<file path="config.mk">
export PLATFORM = sky130hd
export DESIGN_NAME = instr_fetch_unit_flat
export DESIGN_NICKNAME = d
export VERILOG_FILES = /design/src/rtl/cpu_pkg.sv /design/src/rtl/instr_fetch_unit_if.sv /design/src/rtl/fetch_skid_buf.sv /design/src/rtl/instr_fetch_unit.sv /design/src/flat_wrapper.sv
export SDC_FILE = /design/constraint.sdc
export NUM_CORES = 1
export LEC_CHECK = 0
export ABC_AREA = 1
export BUFFER_PORTS_ARGS = -buffer_cell sky130_fd_sc_hd__buf_2
export CAP_MARGIN = 20
export CORE_MARGIN = 2
export CORE_UTILIZATION = 59
export DETAILED_ROUTE_END_ITERATION = 10
export PLACE_DENSITY_LB_ADDON = 0.12
export SLEW_MARGIN = 0
export SYNTH_ARGS = -nofsm -noshare
export SYNTH_HDL_FRONTEND = slang
export SYNTH_SLANG_ARGS = --single-unit
</file>
<file path="constraint.sdc">
create_clock -name clk -period 4.1 [get_ports clk]
set_clock_uncertainty 0.15 [all_clocks]
set_input_delay 0.41 -clock clk [delete_from_list [all_inputs] [get_ports clk]]
set_output_delay 0.41 -clock clk [all_outputs]
set_load 0.05 [all_outputs]
</file>
<file path="src/rtl/cpu_pkg.sv">
// Shared CPU definitions: instruction word layout, halt sentinel and fetch FSM states.
package cpu_pkg;

  localparam int unsigned INSTR_W    = 32;
  localparam int unsigned OPCODE_MSB = 31;
  localparam int unsigned OPCODE_LSB = 26;
  localparam int unsigned FUNCT_MSB  = 5;
  localparam int unsigned FUNCT_LSB  = 0;

  localparam logic [INSTR_W-1:0] HALT_WORD_DEFAULT = 32'hFFFF_FFFF;

  typedef enum logic [1:0] {
    IDLE,
    RUN,
    HALT
  } fetch_state_t;

endpackage

</file>
<file path="src/rtl/instr_fetch_unit_if.sv">
// Fetch-side bus: instruction memory port plus the instruction hand-off to the control unit.
interface instr_fetch_unit_if #(
  parameter int unsigned ADDR_W = 8
);
  import cpu_pkg::*;

  logic [ADDR_W-1:0]  imem_addr;
  logic               imem_rd_en;
  logic [INSTR_W-1:0] imem_rdata;
  logic               stall;
  logic               branch_taken;
  logic [ADDR_W-1:0]  branch_target;
  logic [INSTR_W-1:0] instruction;
  logic               instr_valid;
  logic [ADDR_W-1:0]  instr_pc;

  modport master (
    output imem_addr, imem_rd_en, instruction, instr_valid, instr_pc,
    input  imem_rdata, stall, branch_taken, branch_target
  );

  modport slave (
    input  imem_addr, imem_rd_en, instruction, instr_valid, instr_pc,
    output imem_rdata, stall, branch_taken, branch_target
  );

endinterface

</file>
<file path="src/rtl/fetch_skid_buf.sv">
// One-entry skid register catching a fetch that returns while downstream is stalled.
module fetch_skid_buf
  import cpu_pkg::*;
#(
  parameter int unsigned ADDR_W = 8
) (
  input  logic               clk_i,
  input  logic               reset_i,
  input  logic               load_i,
  input  logic               pop_i,
  input  logic               flush_i,
  input  logic [INSTR_W-1:0] data_i,
  input  logic [ADDR_W-1:0]  pc_i,
  output logic               valid_o,
  output logic [INSTR_W-1:0] data_o,
  output logic [ADDR_W-1:0]  pc_o
);

  logic               valid_q, valid_d;
  logic [INSTR_W-1:0] data_q, data_d;
  logic [ADDR_W-1:0]  pc_q, pc_d;

  always_comb begin
    valid_d = valid_q;
    data_d  = data_q;
    pc_d    = pc_q;
    if (flush_i || pop_i) begin
      valid_d = 1'b0;
    end else if (load_i) begin
      valid_d = 1'b1;
      data_d  = data_i;
      pc_d    = pc_i;
    end
  end

  always_ff @(posedge clk_i) begin
    if (reset_i) begin
      valid_q <= 1'b0;
      data_q  <= '0;
      pc_q    <= '0;
    end else begin
      valid_q <= valid_d;
      data_q  <= data_d;
      pc_q    <= pc_d;
    end
  end

  assign valid_o = valid_q;
  assign data_o  = data_q;
  assign pc_o    = pc_q;

endmodule

</file>
<file path="src/rtl/instr_fetch_unit.sv">
// Instruction fetch: PC register, IDLE/RUN/HALT control, squash of in-flight reads on redirect,
// and a skid entry so a stall never drops a returning word.
module instr_fetch_unit
  import cpu_pkg::*;
#(
  parameter int unsigned        ADDR_W    = 8,
  parameter logic [INSTR_W-1:0] HALT_WORD = HALT_WORD_DEFAULT,
  parameter logic [ADDR_W-1:0]  RESET_PC  = '0
) (
  input  logic               clk,
  input  logic               reset,
  input  logic               start,
  output logic               halted,
  instr_fetch_unit_if.master bus
);

  fetch_state_t       state_q, state_d;
  logic [ADDR_W-1:0]  pc_q, pc_d;
  logic [ADDR_W-1:0]  tag_q, tag_d;
  logic               inflight_q, inflight_d;
  logic               valid_q, valid_d;
  logic [INSTR_W-1:0] instr_q, instr_d;
  logic [ADDR_W-1:0]  instr_pc_q, instr_pc_d;

  logic               rd_en;
  logic               ret_live;
  logic               ret_halt;
  logic               skid_load, skid_pop, skid_flush, skid_valid;
  logic [INSTR_W-1:0] skid_data;
  logic [ADDR_W-1:0]  skid_pc;

  fetch_skid_buf #(
    .ADDR_W(ADDR_W)
  ) u_skid (
    .clk_i   (clk),
    .reset_i (reset),
    .load_i  (skid_load),
    .pop_i   (skid_pop),
    .flush_i (skid_flush),
    .data_i  (bus.imem_rdata),
    .pc_i    (tag_q),
    .valid_o (skid_valid),
    .data_o  (skid_data),
    .pc_o    (skid_pc)
  );

  // A returning read is squashed by a redirect in the same cycle.
  assign ret_live = (state_q == RUN) && inflight_q && !bus.branch_taken;
  assign ret_halt = ret_live && (bus.imem_rdata == HALT_WORD);

  always_comb begin
    state_d    = state_q;
    pc_d       = pc_q;
    tag_d      = tag_q;
    inflight_d = 1'b0;
    valid_d    = valid_q;
    instr_d    = instr_q;
    instr_pc_d = instr_pc_q;
    rd_en      = 1'b0;
    skid_load  = 1'b0;
    skid_pop   = 1'b0;
    skid_flush = 1'b0;
    unique case (state_q)
      IDLE: begin
        if (start) begin
          state_d = RUN;
          pc_d    = RESET_PC;
        end
      end
      RUN: begin
        if (bus.branch_taken) begin
          pc_d       = bus.branch_target;
          skid_flush = 1'b1;
          valid_d    = 1'b0;
        end else if (ret_halt) begin
          // A word already presented stays up until downstream takes it.
          state_d    = HALT;
          skid_flush = 1'b1;
          if (!bus.stall) valid_d = 1'b0;
        end else if (bus.stall) begin
          if (ret_live) skid_load = 1'b1;
        end else begin
          rd_en      = 1'b1;
          pc_d       = pc_q + ADDR_W'(1);
          inflight_d = 1'b1;
          tag_d      = pc_q;
          if (skid_valid) begin
            skid_pop   = 1'b1;
            instr_d    = skid_data;
            instr_pc_d = skid_pc;
            valid_d    = 1'b1;
          end else if (ret_live) begin
            instr_d    = bus.imem_rdata;
            instr_pc_d = tag_q;
            valid_d    = 1'b1;
          end else begin
            valid_d = 1'b0;
          end
        end
      end
      HALT: begin
        if (!bus.stall) valid_d = 1'b0;
      end
      default: state_d = IDLE;
    endcase
  end

  always_ff @(posedge clk) begin
    if (reset) begin
      state_q    <= IDLE;
      pc_q       <= RESET_PC;
      tag_q      <= '0;
      inflight_q <= 1'b0;
      valid_q    <= 1'b0;
      instr_q    <= '0;
      instr_pc_q <= '0;
    end else begin
      state_q    <= state_d;
      pc_q       <= pc_d;
      tag_q      <= tag_d;
      inflight_q <= inflight_d;
      valid_q    <= valid_d;
      instr_q    <= instr_d;
      instr_pc_q <= instr_pc_d;
    end
  end

  assign bus.imem_rd_en  = rd_en;
  assign bus.imem_addr   = rd_en ? pc_q : '0;
  assign bus.instruction = instr_q;
  assign bus.instr_valid = valid_q;
  assign bus.instr_pc    = instr_pc_q;
  assign halted          = (state_q == HALT);

endmodule

</file>
<file path="src/flat_wrapper.sv">
// flat-port wrapper written by rule: the top's interface ports become plain ports
module instr_fetch_unit_flat import cpu_pkg::*;
#(
  parameter int unsigned        ADDR_W    = 8,
  parameter logic [INSTR_W-1:0] HALT_WORD = HALT_WORD_DEFAULT,
  parameter logic [ADDR_W-1:0]  RESET_PC  = '0
)
  (clk, reset, start, halted, bus_imem_addr, bus_imem_rd_en, bus_instruction, bus_instr_valid, bus_instr_pc, bus_imem_rdata, bus_stall, bus_branch_taken, bus_branch_target);
  instr_fetch_unit_if #(.ADDR_W(ADDR_W)) bus_i ();
  input  logic clk;
  input  logic reset;
  input  logic start;
  output logic halted;
  output wire logic [$bits(bus_i.imem_addr)-1:0] bus_imem_addr;
  output wire logic [$bits(bus_i.imem_rd_en)-1:0] bus_imem_rd_en;
  output wire logic [$bits(bus_i.instruction)-1:0] bus_instruction;
  output wire logic [$bits(bus_i.instr_valid)-1:0] bus_instr_valid;
  output wire logic [$bits(bus_i.instr_pc)-1:0] bus_instr_pc;
  input wire logic [$bits(bus_i.imem_rdata)-1:0] bus_imem_rdata;
  input wire logic [$bits(bus_i.stall)-1:0] bus_stall;
  input wire logic [$bits(bus_i.branch_taken)-1:0] bus_branch_taken;
  input wire logic [$bits(bus_i.branch_target)-1:0] bus_branch_target;
  assign bus_imem_addr = bus_i.imem_addr;
  assign bus_imem_rd_en = bus_i.imem_rd_en;
  assign bus_instruction = bus_i.instruction;
  assign bus_instr_valid = bus_i.instr_valid;
  assign bus_instr_pc = bus_i.instr_pc;
  assign bus_i.imem_rdata = bus_imem_rdata;
  assign bus_i.stall = bus_stall;
  assign bus_i.branch_taken = bus_branch_taken;
  assign bus_i.branch_target = bus_branch_target;
  instr_fetch_unit #(.ADDR_W(ADDR_W), .HALT_WORD(HALT_WORD), .RESET_PC(RESET_PC)) u_core (.clk(clk), .reset(reset), .start(start), .halted(halted), .bus(bus_i));
endmodule
</file>
==> summary.md, run 1 <==
| Metric | Value |
|---|---|
| Gr usage total | 0.243 |
| Crit path max-delay cell type | dfxtp_1 |
| Status | complete, no violations |
| Number of global-route vias before repair | 3,811 |
| Root buffer cell | clkbuf_8 |
| Detailed placement HPWL | 6600 um |
| Crit Path Max Fanout | 11 |
| DRT iter0 DRCs | 238 |
| Global route overflow | 0 |
| CP startpoint kind | flop |
| P&R area growth vs syn | 13.9% |
| Setup violators final | 0 |
| Largest net degree at the start of global routing | 82 |
| Vias per inst | 5.11 |
| Ys flop type | dfxtp_1 |
| Max Buffers Root-to-Sink | 2 |
| H-tree levels | 3 |
| Average size of a mapped cell | 7.14 um^2 |
| Max-cap violations | 0 |
| Hold Crit Class | input pin to flop |
| RePlAce Congestion | 0.916 |
| Power density over the cells | 407 mW/mm^2 |
| IO Pins | 96 |
| CTS tree | done |
| YS warnings | 0 |
| CP arrival | 2.16 ns |
| Post-Syn Area | 0.00456 mm^2 |
| Share of the synthesized area in the top cell type | 0.443 |
| Filler cell count | 688 |
| Final period util | 0.664 |
| Synth cell types | 32 |
| Max Fclk | 0.367 GHz |
| Height of the die | 92.0 um |
| Final hold violations | 0 |
| Clock latency on the worst-skew pair | 0.35 ns |
| Number of antenna violations at the first check in global routing | 0 |
| Routed Antenna Nets | 0 |
| First-pass detailed-route iteration total | 7 |
| Pwr Total | 2.12 mW |
| Routed wire per std cell | 12.0 um |
| Post-CTS setup buffer count | 0 |
| Worst Setup Path Type | flop to primary output |
| Worst slew margin | 0.490 |
| Ys async rst share | 0 |
| Initial Utilization | 0.600 |
| Highest ir drop seen on vdd | 0.298 mV |
| R2R depth | 10 |
| Core area | 0.00761 mm^2 |
| Unrepaired setup endpoints after global routing | false |
| First-pass GRT wire length | 17,000 um |
| Sequential share of the synthesized area | 0.443 |
| EDFF count, synth | 0 |
| Worst path required time | 3.54 ns |
| Critical-path cell list | inv_1 > ha_1 > nand2_2 > nor2_2 > nand3_4 > nand2_4 > inv_4 > nand2_1 > inv_1 > buf_2 |
| Max incr delay on CP | 0.32 ns |
| DR vias | 4,193 |
| Die area | 0.00846 mm^2 |
| Fin. max-slew vios | 0 |
| Hold Crit Depth | 3 |
| Leak | 2.51 nW |
| Total negative slack | 0 ns |
| Post-CTS sizing | 0 |
| Cell types occupying the most area after synthesis | dfxtp_1, nor2_1, nand2_1 |
| Area leader, netlist | dfxtp_1 |
| Syn Nets | 689 |
| Total Nets Final | 764 |
| Port bufs | 95 |
| Worst-Margin Slew | 0.762 ns |
| Top cells by count, synth | nor2_1, nand2_1, dfxtp_1 |
| Cell mode on critical path | inv_1 |
| Flops & latches, synth | 101 |
| CP bufs+invs | 4 |
| Cells after Synth | 639 |
| CTS Sinks | 101 |
| Share of cells above drive strength 1 | 0.189 |
| Crit path depth | 10 |
| CTS buffer count | 9 |
| Fin crit period | 2.72 ns |
| CTS clk-pin slew, worst paths | 0.10 ns |
| Crit. End Element | primary output |
| Most numerous cell in the Yosys netlist | nor2_1 |
| Width of the die | 92.0 um |
| Ant diodes | 0 |
| CP top delay family | simple AND/OR/NAND/NOR gates |
| # rows | 32 |
| Final wirelength | 9840 um |
| Cts hold-fix bufs | 0 |
| DRC | 0 |
final timing paths:
path / start / end / slack, ns
max: u_core.state_q[1] / bus_imem_addr[1] / 1.38
min: bus_branch_target[5] / u_core.pc_q[5] / 0.14
max reg2reg: u_core.state_q[1] / u_core.bus.instruction[29] / 1.59
min reg2reg: u_core.tag_q[6] / u_core.u_skid.pc_o[6] / 0.33
routing by layer:
metal  up-vias  global-route usage  part of all wire
met5         -                   0                 0
met4         0              0.0709            0.0075
met3         6              0.0403             0.052
met2       112               0.404              0.46
met1      1877               0.327              0.48
li1       2198                   -                 -
where the power goes:
group	internal [mW]	switching, mW	total [mW]
clock network	0.366	0.342	0.708
logic	0.113	0.226	0.339
registers	1.02	0.0458	1.07
per-stage QoR:
| stage | instance area (um^2) | worst slack (ns) | cells | util | hold slack, ns |
|---|---|---|---|---|---|
| after floorplan | 4560 | 1.97 | 639 | - | 0.289 |
| after global placement | 4930 | 1.66 | 803 | 0.648 | 0.308 |
| after detailed placement | 4930 | 1.57 | 803 | 0.648 | 0.316 |
| after CTS | 5160 | 1.36 | 819 | 0.678 | 0.130 |
| after global routing | 5200 | 1.22 | 821 | 0.684 | 0.156 |
| final | 5200 | 1.38 | 821 | 0.684 | 0.137 |
cells in the final DEF, fill, tap and decap left out, types with 2 or more instances in the layout:
cell type	Yosys	final
dfxtp_1	101	100
inv_1	56	55
ha_1	5	5
inv_2	3	4
nor2_4	3	3
nor3_1	2	2
buf_12	1	2
clkbuf_8	0	10
buf_4	4	2
a211oi_1	2	2
nand3_1	5	5
nor2_1	118	118
bufinv_16	0	2
nand2_2	5	5
o21ai_0	74	74
a21boi_0	2	2
nor2_2	2	2
o21ai_1	54	54
a21oi_1	56	56
buf_2	1	95
nand2_1	107	107
cell type report:
cell class / instances / area, um^2 / area share
clock buffers: 10 / 138 / 0.0265
clock inverters: 6 / 92.6 / 0.0178
inverters: 61 / 231 / 0.0445
multi-input cells: 442 / 2060 / 0.396
flip-flops and latches: 101 / 2020 / 0.389
well taps: 102 / 128 / 0.0245
repair buffers: 99 / 531 / 0.102
logic make-up after synthesis:
logic type / synth area share
compound gates: 0.213
fa+ha+maj: 0.0137
simple gates: 0.224
flops: 0.443
buf+inv: 0.106
sequential cells by signal, summed over array words and instances, names as in the netlist:
register and count:
u_core.pc_q 8, u_core.bus.instr_pc 8, u_core.state_q 2, u_core.bus.instruction 32, u_core.u_skid.valid_o 1, u_core.inflight_q 1, u_core.bus.instr_valid 1, u_core.tag_q 8
u_core.u_skid.data_o 32, u_core.u_skid.pc_o 8
worst register-to-register path, delay by kind of cell, from the launching register on:
family | cells | cell delay, ns
buf+inv | 2 | 0.20
flops | 1 | 0.32
simple gates | 7 | 1.47
fa+ha+maj | 1 | 0.31
(Power assumes the default switching activity.)
==> inputs of run 2 (changes only) <==
--- a/config.mk
+++ b/config.mk
@@ -9,7 +9,7 @@
 export BUFFER_PORTS_ARGS = -buffer_cell sky130_fd_sc_hd__buf_2
 export CAP_MARGIN = 20
 export CORE_MARGIN = 2
-export CORE_UTILIZATION = 59
+export CORE_UTILIZATION = 49
 export DETAILED_ROUTE_END_ITERATION = 10
 export PLACE_DENSITY_LB_ADDON = 0.12
 export SLEW_MARGIN = 0
==> constraint.sdc (replaced) <==
create_clock -name clk -period 2.3 [get_ports clk]
set_clock_uncertainty 0.15 [all_clocks]
set_input_delay 0.23 -clock clk [delete_from_list [all_inputs] [get_ports clk]]
set_output_delay 0.23 -clock clk [all_outputs]
set_load 0.05 [all_outputs]
==> summary.md, run 2 (synthesized netlist as in run 1, its figures left out) <==
| Metric | Value |
|---|---|
| Status | complete, no violations |
| Filler cell count | 858 |
| Routed wire per std cell | 12.4 um |
| Critical-path cell list | inv_2 > ha_4 > nand2_2 > nor2_4 > nand3_4 > nand2_8 > inv_4 > nand2_1 > inv_1 > clkbuf_4 |
| Ant diodes | 0 |
| Global route overflow | 0 |
| CP arrival | 1.84 ns |
| Worst slew margin | 0.599 |
| CTS buffer count | 9 |
| IO Pins | 96 |
| Clock latency on the worst-skew pair | 0.36 ns |
| DRC | 0 |
| Largest net degree at the start of global routing | 48 |
| Max-cap violations | 0 |
| P&R area growth vs syn | 23.8% |
| CTS Sinks | 101 |
| Fin Hold WS | 0.0183 ns |
| Highest ir drop seen on vdd | 0.390 mV |
| NetSw | 1.13 mW |
| Crit. End Element | primary output |
| Multi-input logic area | 0.00209 mm^2 |
| Width of the die | 101 um |
| CTS tree | done |
| Worst Setup Path Type | flop to primary output |
| Worst-Margin Slew | 0.601 ns |
| Fin crit period | 2.22 ns |
| Detailed placement HPWL | 7040 um |
| Power density over the cells | 680 mW/mm^2 |
| Setup ws final | 0.0770 ns |
| Root buffer cell | clkbuf_8 |
| Core area | 0.00915 mm^2 |
| Final wirelength | 10,800 um |
| Share of cells above drive strength 1 | 0.191 |
| Max incr delay on CP | 0.33 ns |
| First-pass detailed-route iteration total | 5 |
| Design area | 0.00565 mm^2 |
| Setup violators final | 0 |
| Int Power | 2.71 mW |
| DP Worst Slack | 0.0986 ns |
| Worst path required time | 1.92 ns |
| CP top delay family | simple AND/OR/NAND/NOR gates |
| Total Nets Final | 805 |
| Hold Crit Class | input pin to flop |
| Height of the die | 101 um |
| H-tree levels | 3 |
| Comb pwr share | 0.181 |
| Dpl cell area | 0.00502 mm^2 |
| DR vias | 4,360 |
| Total negative slack | 0 ns |
| Initial Utilization | 0.499 |
| Max Buffers Root-to-Sink | 2 |
| Commonest non-fill, non-tap cell in the layout | nor2_1 |
| RePlAce Congestion | 0.900 |
| Max Fclk | 0.450 GHz |
| Crit path max-delay cell type | dfxtp_1 |
| Crit Path Max Fanout | 10 |
| Vias per inst | 5.01 |
| DRT iter0 DRCs | 177 |
| Routed Antenna Nets | 0 |
| CP startpoint kind | flop |
| Clock Power Share | 0.321 |
| Port bufs | 95 |
| Unrepaired setup endpoints after global routing | true |
| Final hold violations | 0 |
| # rows | 35 |
| CP bufs+invs | 4 |
| Fin. max-slew vios | 0 |
| Sw Ratio | 0.294 |
| Number of antenna violations at the first check in global routing | 0 |
| Power share of the sequential group | 0.497 |
| Final period util | 0.967 |
| First-pass GRT wire length | 17,900 um |
| Seq. cell area | 0.00202 mm^2 |
| Number of global-route vias before repair | 4,001 |
| Gr usage total | 0.218 |
| Die area | 0.0101 mm^2 |
| Commonest cells after routing, fill and taps aside | nor2_1, nand2_1, dfxtp_1 |
| Leak | 2.69 nW |
| CTS clk-pin slew, worst paths | 0.09 ns |
==> run 2: cell types whose count changed in the layout (fill, tap and decap cells not counted), sizes merged <==
cell         change
dlygate4sd3     +33
buf              +3
clkbuf           +5
inv              -1
==> run 2: cell type report <==
type	instances	area share
clock buffer	10	0.0226
clock inverter	5	0.0151
inverter	61	0.0410
multi-input combinational	442	0.370
sequential	101	0.358
tap	111	0.0246
timing repair buffer	140	0.169
==> run 2: layer usage <==
layer | global-route usage | vias to the layer above | wire, um
li1 | - | 2284 | -
met1 | 0.289 | 1956 | 5200
met2 | 0.366 | 110 | 4960
met3 | 0.0257 | 10 | 493
met4 | 0.0822 | 0 | 133
met5 | 0 | - | 0
==> run 2: tightest hold or removal path, cell delays in order <==
cell	delay [ns]
buf_2	0.10
o21ai_0	0.08
nor2_1	0.08
==> run 2: through the flow <==
stage / cells / power (mW) / util
6_report: 870 / 3.84 / 0.617
5_1_grt: 870 / 4.02 / 0.617
4_1_cts: 866 / 3.84 / 0.611
3_5_place_dp: 817 / 2.54 / 0.548
3_3_place_gp: 817 / 2.52 / 0.548
2_1_floorplan: 639 / 2.37 / -
==> run 2: power by group through the flow <==
| stage | clock, mW | sequential [mW] | combinational (mW) |
|---|---|---|---|
| floorplan | 0 | 1.94 | 0.434 |
| global route | 1.32 | 1.92 | 0.774 |
| CTS | 1.26 | 1.91 | 0.661 |
| global placement | 0 | 1.94 | 0.580 |
| finish | 1.23 | 1.91 | 0.695 |
| detailed placement | 0 | 1.94 | 0.600 |
==> run 2: path summary, 6_finish.rpt <==
kind                            from                        end  slack (ns)  depth (start not counted)
hold reg to reg      u_core.tag_q[0]            u_core.tag_q[0]        0.32                          2
hold / removal    bus_imem_rdata[28]   u_core.u_skid.data_o[28]        0.02                          3
setup reg to reg   u_core.state_q[1]  u_core.bus.instruction[2]        0.21                         10
setup / recovery   u_core.state_q[1]           bus_imem_addr[1]        0.08                         10
==> run 2: timing repair <==
| item | in CTS | in global routing |
|---|---|---|
| hold buffers | 33 | 0 |
| gates resized for setup | 6 | 12 |
| setup buffers | 1 | 4 |
| pin swaps | 1 | 1 |
| setup endpoints to repair | 9 | 8 |
| hold endpoints to repair | 33 | 0 |
